**src/rtl/gb_host.sv**
```systemverilog
// Ghostbus root initiator: turns command, write-data and read-response streams into registered
// gb_addr/gb_dout/gb_we cycles, sampling gb_din a fixed RD_LAT edges after each read address.
module gb_host #(
    parameter int unsigned AW     = 12,
    parameter int unsigned DW     = 32,
    parameter int unsigned LW     = 8,
    parameter int unsigned RD_LAT = 2
) (
    input  logic          gb_clk,
    input  logic          gb_rstn,
    input  logic          cmd_valid,
    output logic          cmd_ready,
    input  logic          cmd_we,
    input  logic [AW-1:0] cmd_addr,
    input  logic [LW-1:0] cmd_len,
    input  logic          wr_valid,
    output logic          wr_ready,
    input  logic [DW-1:0] wr_data,
    output logic          rd_valid,
    input  logic          rd_ready,
    output logic [DW-1:0] rd_data,
    output logic          busy,
    output logic [AW-1:0] gb_addr,
    output logic [DW-1:0] gb_dout,
    input  logic [DW-1:0] gb_din,
    output logic          gb_we
);

    // Wait counter loads RD_LAT-1; keep at least one bit so RD_LAT=1 still elaborates.
    localparam int unsigned WCW = (RD_LAT > 1) ? $clog2(RD_LAT) : 1;
    localparam logic [WCW-1:0] WaitInit = WCW'(RD_LAT - 1);

    typedef enum logic [1:0] {
        StIdle,
        StWrite,
        StRdWait,
        StRdResp
    } state_e;

    state_e state_q, state_d;

    logic [AW-1:0]  cur_addr_q, cur_addr_d;
    logic [LW-1:0]  beat_cnt_q, beat_cnt_d;
    logic [WCW-1:0] wait_cnt_q, wait_cnt_d;
    logic [AW-1:0]  gb_addr_q, gb_addr_d;
    logic [DW-1:0]  gb_dout_q, gb_dout_d;
    logic           gb_we_q, gb_we_d;
    logic           rd_valid_q, rd_valid_d;
    logic [DW-1:0]  rd_data_q, rd_data_d;

    logic cmd_fire;
    logic wr_fire;
    logic rd_fire;
    logic last_beat;

    assign cmd_fire  = cmd_valid & cmd_ready;
    assign wr_fire   = wr_valid & wr_ready;
    assign rd_fire   = rd_valid_q & rd_ready;
    assign last_beat = (beat_cnt_q == '0);

    // State register
    always_ff @(posedge gb_clk or negedge gb_rstn) begin
        if (!gb_rstn) begin
            state_q <= StIdle;
        end else begin
            state_q <= state_d;
        end
    end

    // Next-state logic
    always_comb begin
        state_d = state_q;
        unique case (state_q)
            StIdle: begin
                if (cmd_fire) begin
                    state_d = cmd_we ? StWrite : StRdWait;
                end
            end
            StWrite: begin
                if (wr_fire && last_beat) begin
                    state_d = StIdle;
                end
            end
            StRdWait: begin
                if (wait_cnt_q == '0) begin
                    state_d = StRdResp;
                end
            end
            StRdResp: begin
                if (rd_fire) begin
                    state_d = last_beat ? StIdle : StRdWait;
                end
            end
            default: state_d = StIdle;
        endcase
    end

    // Output logic decoded from state
    always_comb begin
        cmd_ready = (state_q == StIdle);
        wr_ready  = (state_q == StWrite);
        busy      = (state_q != StIdle);
    end

    // Datapath next-state
    always_comb begin
        cur_addr_d = cur_addr_q;
        beat_cnt_d = beat_cnt_q;
        wait_cnt_d = wait_cnt_q;
        gb_addr_d  = gb_addr_q;
        gb_dout_d  = gb_dout_q;
        gb_we_d    = 1'b0;
        rd_valid_d = rd_valid_q;
        rd_data_d  = rd_data_q;
        unique case (state_q)
            StIdle: begin
                if (cmd_fire) begin
                    cur_addr_d = cmd_addr;
                    beat_cnt_d = cmd_len;
                    // Reads put the address on the bus immediately to start the latency window.
                    if (!cmd_we) begin
                        gb_addr_d  = cmd_addr;
                        wait_cnt_d = WaitInit;
                    end
                end
            end
            StWrite: begin
                if (wr_fire) begin
                    gb_addr_d  = cur_addr_q;
                    gb_dout_d  = wr_data;
                    gb_we_d    = 1'b1;
                    cur_addr_d = cur_addr_q + AW'(1);
                    beat_cnt_d = beat_cnt_q - LW'(1);
                end
            end
            StRdWait: begin
                wait_cnt_d = wait_cnt_q - WCW'(1);
                if (wait_cnt_q == '0) begin
                    rd_data_d  = gb_din;
                    rd_valid_d = 1'b1;
                end
            end
            StRdResp: begin
                if (rd_fire) begin
                    rd_valid_d = 1'b0;
                    if (!last_beat) begin
                        cur_addr_d = cur_addr_q + AW'(1);
                        gb_addr_d  = cur_addr_q + AW'(1);
                        beat_cnt_d = beat_cnt_q - LW'(1);
                        wait_cnt_d = WaitInit;
                    end
                end
            end
            default: ;
        endcase
    end

    // Datapath registers; reset drops any in-flight beat and strobe.
    always_ff @(posedge gb_clk or negedge gb_rstn) begin
        if (!gb_rstn) begin
            cur_addr_q <= '0;
            beat_cnt_q <= '0;
            wait_cnt_q <= '0;
            gb_addr_q  <= '0;
            gb_dout_q  <= '0;
            gb_we_q    <= 1'b0;
            rd_valid_q <= 1'b0;
            rd_data_q  <= '0;
        end else begin
            cur_addr_q <= cur_addr_d;
            beat_cnt_q <= beat_cnt_d;
            wait_cnt_q <= wait_cnt_d;
            gb_addr_q  <= gb_addr_d;
            gb_dout_q  <= gb_dout_d;
            gb_we_q    <= gb_we_d;
            rd_valid_q <= rd_valid_d;
            rd_data_q  <= rd_data_d;
        end
    end

    assign gb_addr  = gb_addr_q;
    assign gb_dout  = gb_dout_q;
    assign gb_we    = gb_we_q;
    assign rd_valid = rd_valid_q;
    assign rd_data  = rd_data_q;

endmodule

```
**config.mk**
```make
export PLATFORM = sky130hd
export DESIGN_NAME = gb_host
export DESIGN_NICKNAME = d
export VERILOG_FILES = /design/src/rtl/gb_host.sv
export SDC_FILE = /design/constraint.sdc
export NUM_CORES = 1
export LEC_CHECK = 0
export BUFFER_PORTS_ARGS = -buffer_cell sky130_fd_sc_hd__buf_2
export CORE_MARGIN = 1
export CORE_UTILIZATION = 50
export CTS_CLUSTER_DIAMETER = 80
export DETAILED_ROUTE_END_ITERATION = 8
export GPL_ROUTABILITY_DRIVEN = 0
export PLACE_DENSITY = 0.87
export SLEW_MARGIN = 20
export SYNTH_ARGS = -nofsm -noshare
export SYNTH_HDL_FRONTEND = slang
export SYNTH_SLANG_ARGS = --single-unit
export TNS_END_PERCENT = 30
```
**constraint.sdc**
```tcl
create_clock -name gb_clk -period 2.3 [get_ports gb_clk]
set_input_delay 0.115 -clock gb_clk [delete_from_list [all_inputs] [get_ports gb_clk]]
set_output_delay 0.115 -clock gb_clk [all_outputs]
set_load 0.1 [all_outputs]
```
==> results of run 1 <==
cell type report:
cell class / instances / area share, %
clock buffer: 11 / 2.33
clock inverter: 5 / 0.750
inverter: 8 / 0.461
multi-input combinational: 267 / 30.4
sequential: 101 / 38.8
tap: 108 / 2.08
timing repair buffer: 246 / 25.2
timing repair:
action / 4_1_cts / 5_1_grt
endpoints found under the hold margin: 109 / 0
hold buffers: 64 / 0
gates resized for setup: 0 / 0
cells in the mapped netlist (all sizes together) (2+ instances only):
cell / number / area, sq um
a211oi: 4 / 30.0
a21o: 6 / 45.0
a21oi: 21 / 113
a2bb2oi: 2 / 17.5
a31oi: 3 / 18.8
a32oi: 2 / 17.5
a41oi: 4 / 35.0
and4: 3 / 26.3
buf: 18 / 96.3
clkbuf: 8 / 30.0
dfrtp: 101 / 2530
ha: 2 / 25.0
inv: 7 / 26.3
mux2: 64 / 721
mux2i: 7 / 70.1
nand2: 35 / 131
nand3: 10 / 50.1
nand4: 4 / 25.0
nor2: 24 / 92.6
nor3: 9 / 55.1
nor4: 4 / 25.0
o21a: 2 / 15.0
o21ai: 23 / 115
o221ai: 2 / 17.5
o22a: 5 / 43.8
o22ai: 4 / 25.0
o32ai: 2 / 17.5
or2: 2 / 12.5
xnor2: 3 / 26.3
xor2: 7 / 61.3
sequential cells by signal (all words and copies together), names as in the netlist:
name	flops
state_q	2
rd_data	32
beat_cnt_q	8
rd_valid	1
cur_addr_q	12
gb_addr	12
gb_dout	32
gb_we	1
wait_cnt_q	1
worst max-delay path, delay by kind of cell, from the launching register on:
kind	cells	cell delay, ps
buffers and inverters	2	730
flip-flops	1	520
multiplexers	1	400
AND/OR/NAND/NOR	1	280
path summary, 6_finish.rpt:
kind | slack [ps] | depth (start not counted) | from | to
worst max-delay path | 230 | 4 | state_q[1] | rd_data[27]
worst min-delay path | 10 | 2 | wr_data[26] | gb_dout[26]
worst max register to register | 230 | 4 | state_q[1] | rd_data[27]
worst min register to register | 480 | 1 | gb_addr[5] | gb_addr[5]
max in group asynchronous | 1310 | 3 | gb_rstn | gb_addr[5]
min in group asynchronous | 290 | 2 | gb_rstn | cur_addr_q[1]
metrics by stage:
| stage | area (sq um) | setup slack [ps] |
|---|---|---|
| after global placement | 5670 | 335 |
| after floorplan | 4650 | -2.49 |
| final | 6510 | 227 |
| after detailed placement | 5670 | 270 |
| after CTS | 6510 | 243 |
| after global routing | 6510 | 93.2 |
routing by layer:
metal	part of all wire (%)	up-vias	wire length (microns)
met5	0	-	0
met4	2.8	0	349
met3	7.0	35	864
met2	51	190	6350
met1	39	1948	4860
li1	-	1916	-
kinds of logic (layout without fill, tap and decap cells):
group	Yosys count	count (layout)	synth area share [%]
adder cells (fa/ha/maj)	2	2	0.539
AO/OA/AOI/OAI	87	87	12.4
buffers and inverters	34	270	3.37
XOR/XNOR	10	10	1.89
AND/OR/NAND/NOR	97	97	10.3
flip-flops	101	101	54.5
multiplexers	71	71	17.0
==> flow_metrics.env, run 1 <==
export IMPL_status="finished with violations"
export IMPL_violations="design-rule violations"
export IMPL_design_die_area_sq_um=9670
export IMPL_area_growth_pct=40.3
export IMPL_chipWidth_microns=98.3
export IMPL_grt_pass1_wl_mm=20.3
export IMPL_synth_cell_types=51
export IMPL_ys_warn_count=0
export IMPL_worst_path_max_fanout=32
export IMPL_tritoncts="done"
export IMPL_grt_use_met2_pct=46.6
export IMPL_grt_most_used_layer="met2"
export IMPL_cp_cell_sequence="clkinv_1 > nor3_4 > buf_4 > mux2_2"
export IMPL_postCtsSetupBuffers=0
export IMPL_skew_ps=12.5
export IMPL_post_route_drc_count=14
export IMPL_initial_utilization_pct=52.4
export IMPL_synth_seq_area_share_pct=54.5
export IMPL_fillers=599
export IMPL_io_pins=171
export IMPL_rsz0062_at_grt="false"
export IMPL_gr_usage_met3_pct=4.94
export IMPL_drive_gt1_share_pct=42.6
export IMPL_dieHeight_microns=98.3
export IMPL_clkSinkCount=101
export IMPL_cts_root_buf="clkbuf_8"
export IMPL_fin_crit_ps=2070
export IMPL_io_buffers=170
export IMPL_startpoint_type="flop"
export IMPL_vias=4089
export IMPL_path_class="flop to flop"
export IMPL_hpwl_mm=8.17
export IMPL_antenna_found_initial=0
export IMPL_htreeDepth=3
export IMPL_clock_path_buffers=2
export IMPL_critPathRequiredTime_ps=2550
export IMPL_synth_area_sq_um=4640
export IMPL_grt_pass1_vias=4144
export IMPL_post_route_period_util_pct=90.1
export IMPL_worstSkewPairLatency_ps=370
export IMPL_mostFrequentLayoutCells="buf_2 (167), dfrtp_1 (101), mux2_2 (64), dlygate4sd3_1 (64), nand2_1 (35)"
export IMPL_firstDrtPassIters=9
export IMPL_fp_row_count=34
export IMPL_timing_max_cap_violations=0
export IMPL_dp_cells=666
export IMPL_synth_area_per_cell_sq_um=11.5
export IMPL_crit_slowest_cell="dfrtp_1"
export IMPL_grt_max_degree=56
export IMPL_arrival_ps=2320
export IMPL_syn_inst=402
export IMPL_drt_iter0_drc=241
export IMPL_hold_path_class="input port to flop"
export IMPL_grt_ovfl_total=0
export IMPL_wl_per_cell_microns=16.7
export IMPL_slowest_delay_ps=520
export IMPL_worst_slew_pin_slew_ps=599
export IMPL_hold_violations=0
export IMPL_slew_headroom_pct=60.0
export IMPL_core_area_sq_um=8850
export IMPL_fin_util_pct=73.5
export IMPL_grtUsageMet1_pct=33.4
export IMPL_synthesis_nets=494
export IMPL_layout_commonest_cell="buf_2"
export IMPL_synth_seq_cells=101
export IMPL_fmax_ghz=0.482
export IMPL_synth_edff_count=0
export IMPL_slew_violations=0
export IMPL_fin_nets=725
export IMPL_n_antenna_cell=0
export IMPL_avgViaCountPerCell=5.48
export IMPL_ys_flop_type="dfrtp_1"
export IMPL_async_reset_ff_share_pct=100
export IMPL_area_sequential_sq_um=2530
export IMPL_cts_made_buffers=9
export IMPL_multi_input_area_sq_um=1980
export IMPL_final_cells=746
export IMPL_totalWireLength_mm=12.4
export IMPL_tns_ps=0
export IMPL_global_route_usage_total_pct=26.9
export IMPL_end_kind="flop"
export IMPL_finalSetupViolCount=0
export IMPL_ant_nets=0
export IMPL_path_clk_slew_ps=90
export IMPL_timing_hold_ws_ps=12.0
Power of run 1 is not shown: default switching activity piles up to over one toggle a cycle in this logic, so the estimate is an artifact.
==> run 2, diff against run 1 <==
- CELL_PAD_IN_SITES_DETAIL_PLACEMENT: unset -> 0
- CELL_PAD_IN_SITES_GLOBAL_PLACEMENT: unset -> 1
- CORE_UTILIZATION: 50 -> 38
- PLACE_DENSITY: 0.87 -> 0.86
==> run 2 against run 1 <==
The run now ends clean. Wire length about the same. Die area increased by 31%. Final area increased by 1.0%. Maximum frequency down 1.4%. Clock skew decreased by 6.1 ps. Register-to-register slack lost 30 ps. Global-route usage decreased by 6.4 points.
==> flow_metrics.env, run 2 (synthesis gave the netlist of run 1 again) <==
export IMPL_io_pins=171
export IMPL_finalSetupViolCount=0
export IMPL_cts_made_buffers=9
export IMPL_dp_slack_ps=233
export IMPL_wl_per_cell_microns=16.1
export IMPL_timing_max_cap_violations=0
export IMPL_hpwl_mm=8.58
export IMPL_dieHeight_microns=112
export IMPL_fin_crit_ps=2100
export IMPL_grt_pass1_wl_mm=20.2
export IMPL_slew_headroom_pct=55.3
export IMPL_avgViaCountPerCell=5.14
export IMPL_crit_slowest_cell="or2_1"
export IMPL_tritoncts="done"
export IMPL_chipWidth_microns=112
export IMPL_n_antenna_cell=0
export IMPL_clkSinkCount=101
export IMPL_r2r_start="beat_cnt_q[0]"
export IMPL_antenna_found_initial=0
export IMPL_core_area_sq_um=11700
export IMPL_cts_root_buf="clkbuf_16"
export IMPL_firstDrtPassIters=4
export IMPL_mostFrequentLayoutCells="buf_2 (167), dfrtp_1 (101), mux2_2 (64), dlygate4sd3_1 (54), nand2_1 (35)"
export IMPL_min_to="gb_dout[28]"
export IMPL_layout_commonest_cell="buf_2"
export IMPL_fmax_ghz=0.476
export IMPL_end_kind="flop"
export IMPL_grt_ovfl_total=0
export IMPL_grt_pass1_vias=4023
export IMPL_fin_nets=717
export IMPL_rr_endpoint="cur_addr_q[2]"
export IMPL_startpoint_type="flop"
export IMPL_setup_ws_ps=198
export IMPL_drt_iter0_drc=266
export IMPL_cp_cell_sequence="inv_1 > ha_1 > nor4b_4 > a21oi_2 > or2_1 > o21a_1 > o22a_1"
export IMPL_global_route_usage_total_pct=20.5
export IMPL_htreeDepth=3
export IMPL_placed_area_sq_um=5730
export IMPL_vias=3974
export IMPL_worst_path_max_fanout=18
export IMPL_skew_ps=6.42
export IMPL_initial_utilization_pct=39.8
export IMPL_rsz0062_at_grt="false"
export IMPL_min_path_cells=2
export IMPL_critPathRequiredTime_ps=2530
export IMPL_ff2ff_setup_slack_ps=200
export IMPL_area_growth_pct=41.7
export IMPL_path_clk_slew_ps=70
export IMPL_worst_slew_pin_slew_ps=671
export IMPL_rr_worst_depth=7
export IMPL_fp_row_count=39
export IMPL_status="complete, no violations"
export IMPL_final_cells=773
export IMPL_worstSkewPairLatency_ps=340
export IMPL_slowest_delay_ps=490
export IMPL_io_buffers=170
export IMPL_dp_cells=703
export IMPL_design_die_area_sq_um=12700
export IMPL_drive_gt1_share_pct=43.5
export IMPL_postCtsSetupBuffers=0
export IMPL_path_class="flop to flop"
export IMPL_slew_violations=0
export IMPL_grt_max_degree=43
export IMPL_post_route_drc_count=0
export IMPL_totalWireLength_mm=12.4
export IMPL_worstHoldStart="wr_data[28]"
export IMPL_clock_path_buffers=2
export IMPL_hold_violations=0
export IMPL_ant_nets=0
export IMPL_post_route_period_util_pct=91.4
export IMPL_timing_hold_ws_ps=13.2
export IMPL_fillers=976
export IMPL_hold_path_class="input port to flop"
export IMPL_arrival_ps=2330
export IMPL_final_area_sq_um=6570
## run 2: stage by stage
stage,util [%],setup TNS (ps)
floorplan,-,-2.49
global placement,49.1,0
detailed placement,49.1,0
CTS,56.3,0
global route,56.4,0
finish,56.4,0
## run 2: what timing repair did
item | in CTS | in global routing
gates resized for setup | 0 | 0
hold endpoints to repair | 92 | 1
endpoints found under the setup margin | 0 | 0
hold buffers | 53 | 1
## run 2: area by class of cell
type	count	area, sq um	area share [%]
inverter	8	30.0	0.457
tap	143	179	2.72
timing repair buffer	238	1550	23.6
clock inverter	6	68.8	1.05
sequential	101	2530	38.4
clock buffer	10	239	3.64
multi-input combinational	267	1980	30.1
## run 2: worst max path at each step
stage          cells past startpoint            end          start
2_1_floorplan                      5  beat_cnt_q[5]     state_q[0]
3_3_place_gp                       6  beat_cnt_q[4]  beat_cnt_q[0]
3_5_place_dp                       7  cur_addr_q[5]  beat_cnt_q[0]
4_1_cts                            7  cur_addr_q[2]  beat_cnt_q[0]
5_1_grt                            7  cur_addr_q[2]  beat_cnt_q[0]
6_report                           7  cur_addr_q[2]  beat_cnt_q[0]
## run 2: critical path: cells and delay by family (launching register included)
family	cells	cell delay, ps
simple gates	2	750
fa+ha+maj	1	230
flops	1	400
buf+inv	1	80
compound gates	3	510
## run 2: layer usage
metal	up-vias	wire, microns	GRT usage [%]
met1	1913	5170	24.6
met2	146	6320	36.1
met3	17	674	3.51
met5	-	0	0
met4	0	263	8.89
li1	1898	-	-
Power of run 2 is left out for the same reason.
==> run 3, diff against run 2 <==
- CORE_ASPECT_RATIO: unset -> 1.5
==> run 3 against run 2 <==
Global-route usage fell by 2.3 points. Sequential cell count unchanged. Via count fell by 4.1%. Critical path depth unchanged. Sequential share of layout area rose by 2.3 points. First-iteration DRC count fell by 64%. The flow now finishes with violations (design-rule violations). Setup slack gained 4.9 ps. Die area about the same. Final area is 5.6% lower.
==> flow_metrics.env, run 3 (synthesis gave the netlist of run 1 again) <==
export IMPL_cts_root_buf="clkbuf_16"
export IMPL_skew_ps=7.98
export IMPL_grt_ovfl_total=0
export IMPL_drive_gt1_share_pct=45.7
export IMPL_post_route_drc_count=2
export IMPL_cp_cell_sequence="inv_1 > ha_1 > nor4b_4 > a21oi_2 > or2_1 > o21a_1 > o22a_1"
export IMPL_critPathRequiredTime_ps=2530
export IMPL_final_area_sq_um=6210
export IMPL_layout_commonest_cell="buf_2"
export IMPL_startpoint_type="flop"
export IMPL_global_route_usage_total_pct=18.1
export IMPL_end_kind="flop"
export IMPL_slowest_delay_ps=500
export IMPL_clock_path_buffers=2
export IMPL_ant_nets=0
export IMPL_post_route_period_util_pct=91.2
export IMPL_n_antenna_cell=0
export IMPL_fillers=1108
export IMPL_arrival_ps=2330
export IMPL_fp_row_count=49
export IMPL_io_buffers=170
export IMPL_fin_crit_ps=2100
export IMPL_postCtsSetupBuffers=0
export IMPL_fmax_ghz=0.477
export IMPL_totalWireLength_mm=11.4
export IMPL_placed_area_sq_um=5700
export IMPL_mostFrequentLayoutCells="buf_2 (167), dfrtp_1 (101), mux2_2 (64), nand2_1 (35), o21ai_0 (22)"
export IMPL_rsz0062_at_grt="false"
export IMPL_grt_pass1_vias=3697
export IMPL_final_cells=746
export IMPL_violations="design-rule violations"
export IMPL_startpoint="beat_cnt_q[0]"
export IMPL_tns_ps=0
export IMPL_grt_max_degree=59
export IMPL_r2r_start="beat_cnt_q[0]"
export IMPL_path_class="flop to flop"
export IMPL_slew_headroom_pct=54.5
export IMPL_design_die_area_sq_um=12700
export IMPL_crit_slowest_cell="or2_1"
export IMPL_status="finished with violations"
export IMPL_dp_cells=710
export IMPL_vias=3813
export IMPL_io_pins=171
export IMPL_tritoncts="done"
export IMPL_htreeDepth=3
export IMPL_drt_iter0_drc=95
export IMPL_initial_utilization_pct=38.8
export IMPL_grt_pass1_wl_mm=17.9
export IMPL_antenna_found_initial=0
export IMPL_wl_per_cell_microns=15.2
export IMPL_chipWidth_microns=92.2
export IMPL_core_area_sq_um=12000
export IMPL_worstHoldStart="wr_data[13]"
export IMPL_worst_slew_pin_slew_ps=682
export IMPL_slew_violations=0
export IMPL_hold_path_class="input port to flop"
export IMPL_path_clk_slew_ps=80
export IMPL_area_growth_pct=33.9
export IMPL_cts_made_buffers=9
export IMPL_hold_violations=0
export IMPL_fin_nets=680
export IMPL_timing_max_cap_violations=0
export IMPL_worstSkewPairLatency_ps=340
export IMPL_worst_path_max_fanout=18
export IMPL_avgViaCountPerCell=5.11
export IMPL_dieHeight_microns=137
export IMPL_hpwl_mm=8.19
export IMPL_finalSetupViolCount=0
export IMPL_firstDrtPassIters=6
export IMPL_clkSinkCount=101
[run 3: final timing paths]
kind	endpoint	slack [ps]	depth (start not counted)
max reg2reg	cur_addr_q[5]	200	7
min in group asynchronous	gb_dout[28]	320	2
max	cur_addr_q[5]	200	7
max in group asynchronous	rd_data[18]	1260	3
min	gb_dout[13]	5	2
min reg2reg	gb_addr[2]	480	1
[run 3: repair_timing]
item,4_1_cts,5_1_grt
hold buffers,18,2
gates resized for setup,0,0
hold endpoints to repair,60,2
endpoints found under the setup margin,0,0
[run 3: metal layers]
metal | share of wire (%) | global-route usage [%]
met2 | 54 | 33.5
met1 | 39 | 21.3
met4 | 1.9 | 7.03
met5 | 0 | 0
met3 | 4.5 | 2.26
[run 3: layout make-up]
class	count	area [sq um]	share of cell area (%)
clock buffer	9	225	3.63
tap	153	191	3.08
timing repair buffer	201	1180	19.0
multi-input combinational	267	1980	31.8
sequential	101	2530	40.7
clock inverter	7	80.1	1.29
inverter	8	30.0	0.484
[run 3: critical path, delay by kind of cell, from the launching register on]
family	cells	cell delay, ps
buffers and inverters	1	80
AND/OR/NAND/NOR	2	760
flip-flops	1	410
AO/OA/AOI/OAI	3	500
adder cells (fa/ha/maj)	1	240
[run 3: per-stage QoR]
step | hold WS, ps | setup slack, ps | util [%]
after detailed placement | 170 | 228 | 47.7
after global placement | 160 | 279 | 47.7
after global routing | 0.680 | 67.2 | 51.9
final | 5.01 | 203 | 51.9
after floorplan | -181 | -2.49 | -
after CTS | 0.0850 | 209 | 51.8
Power of run 3 is left out for the same reason.
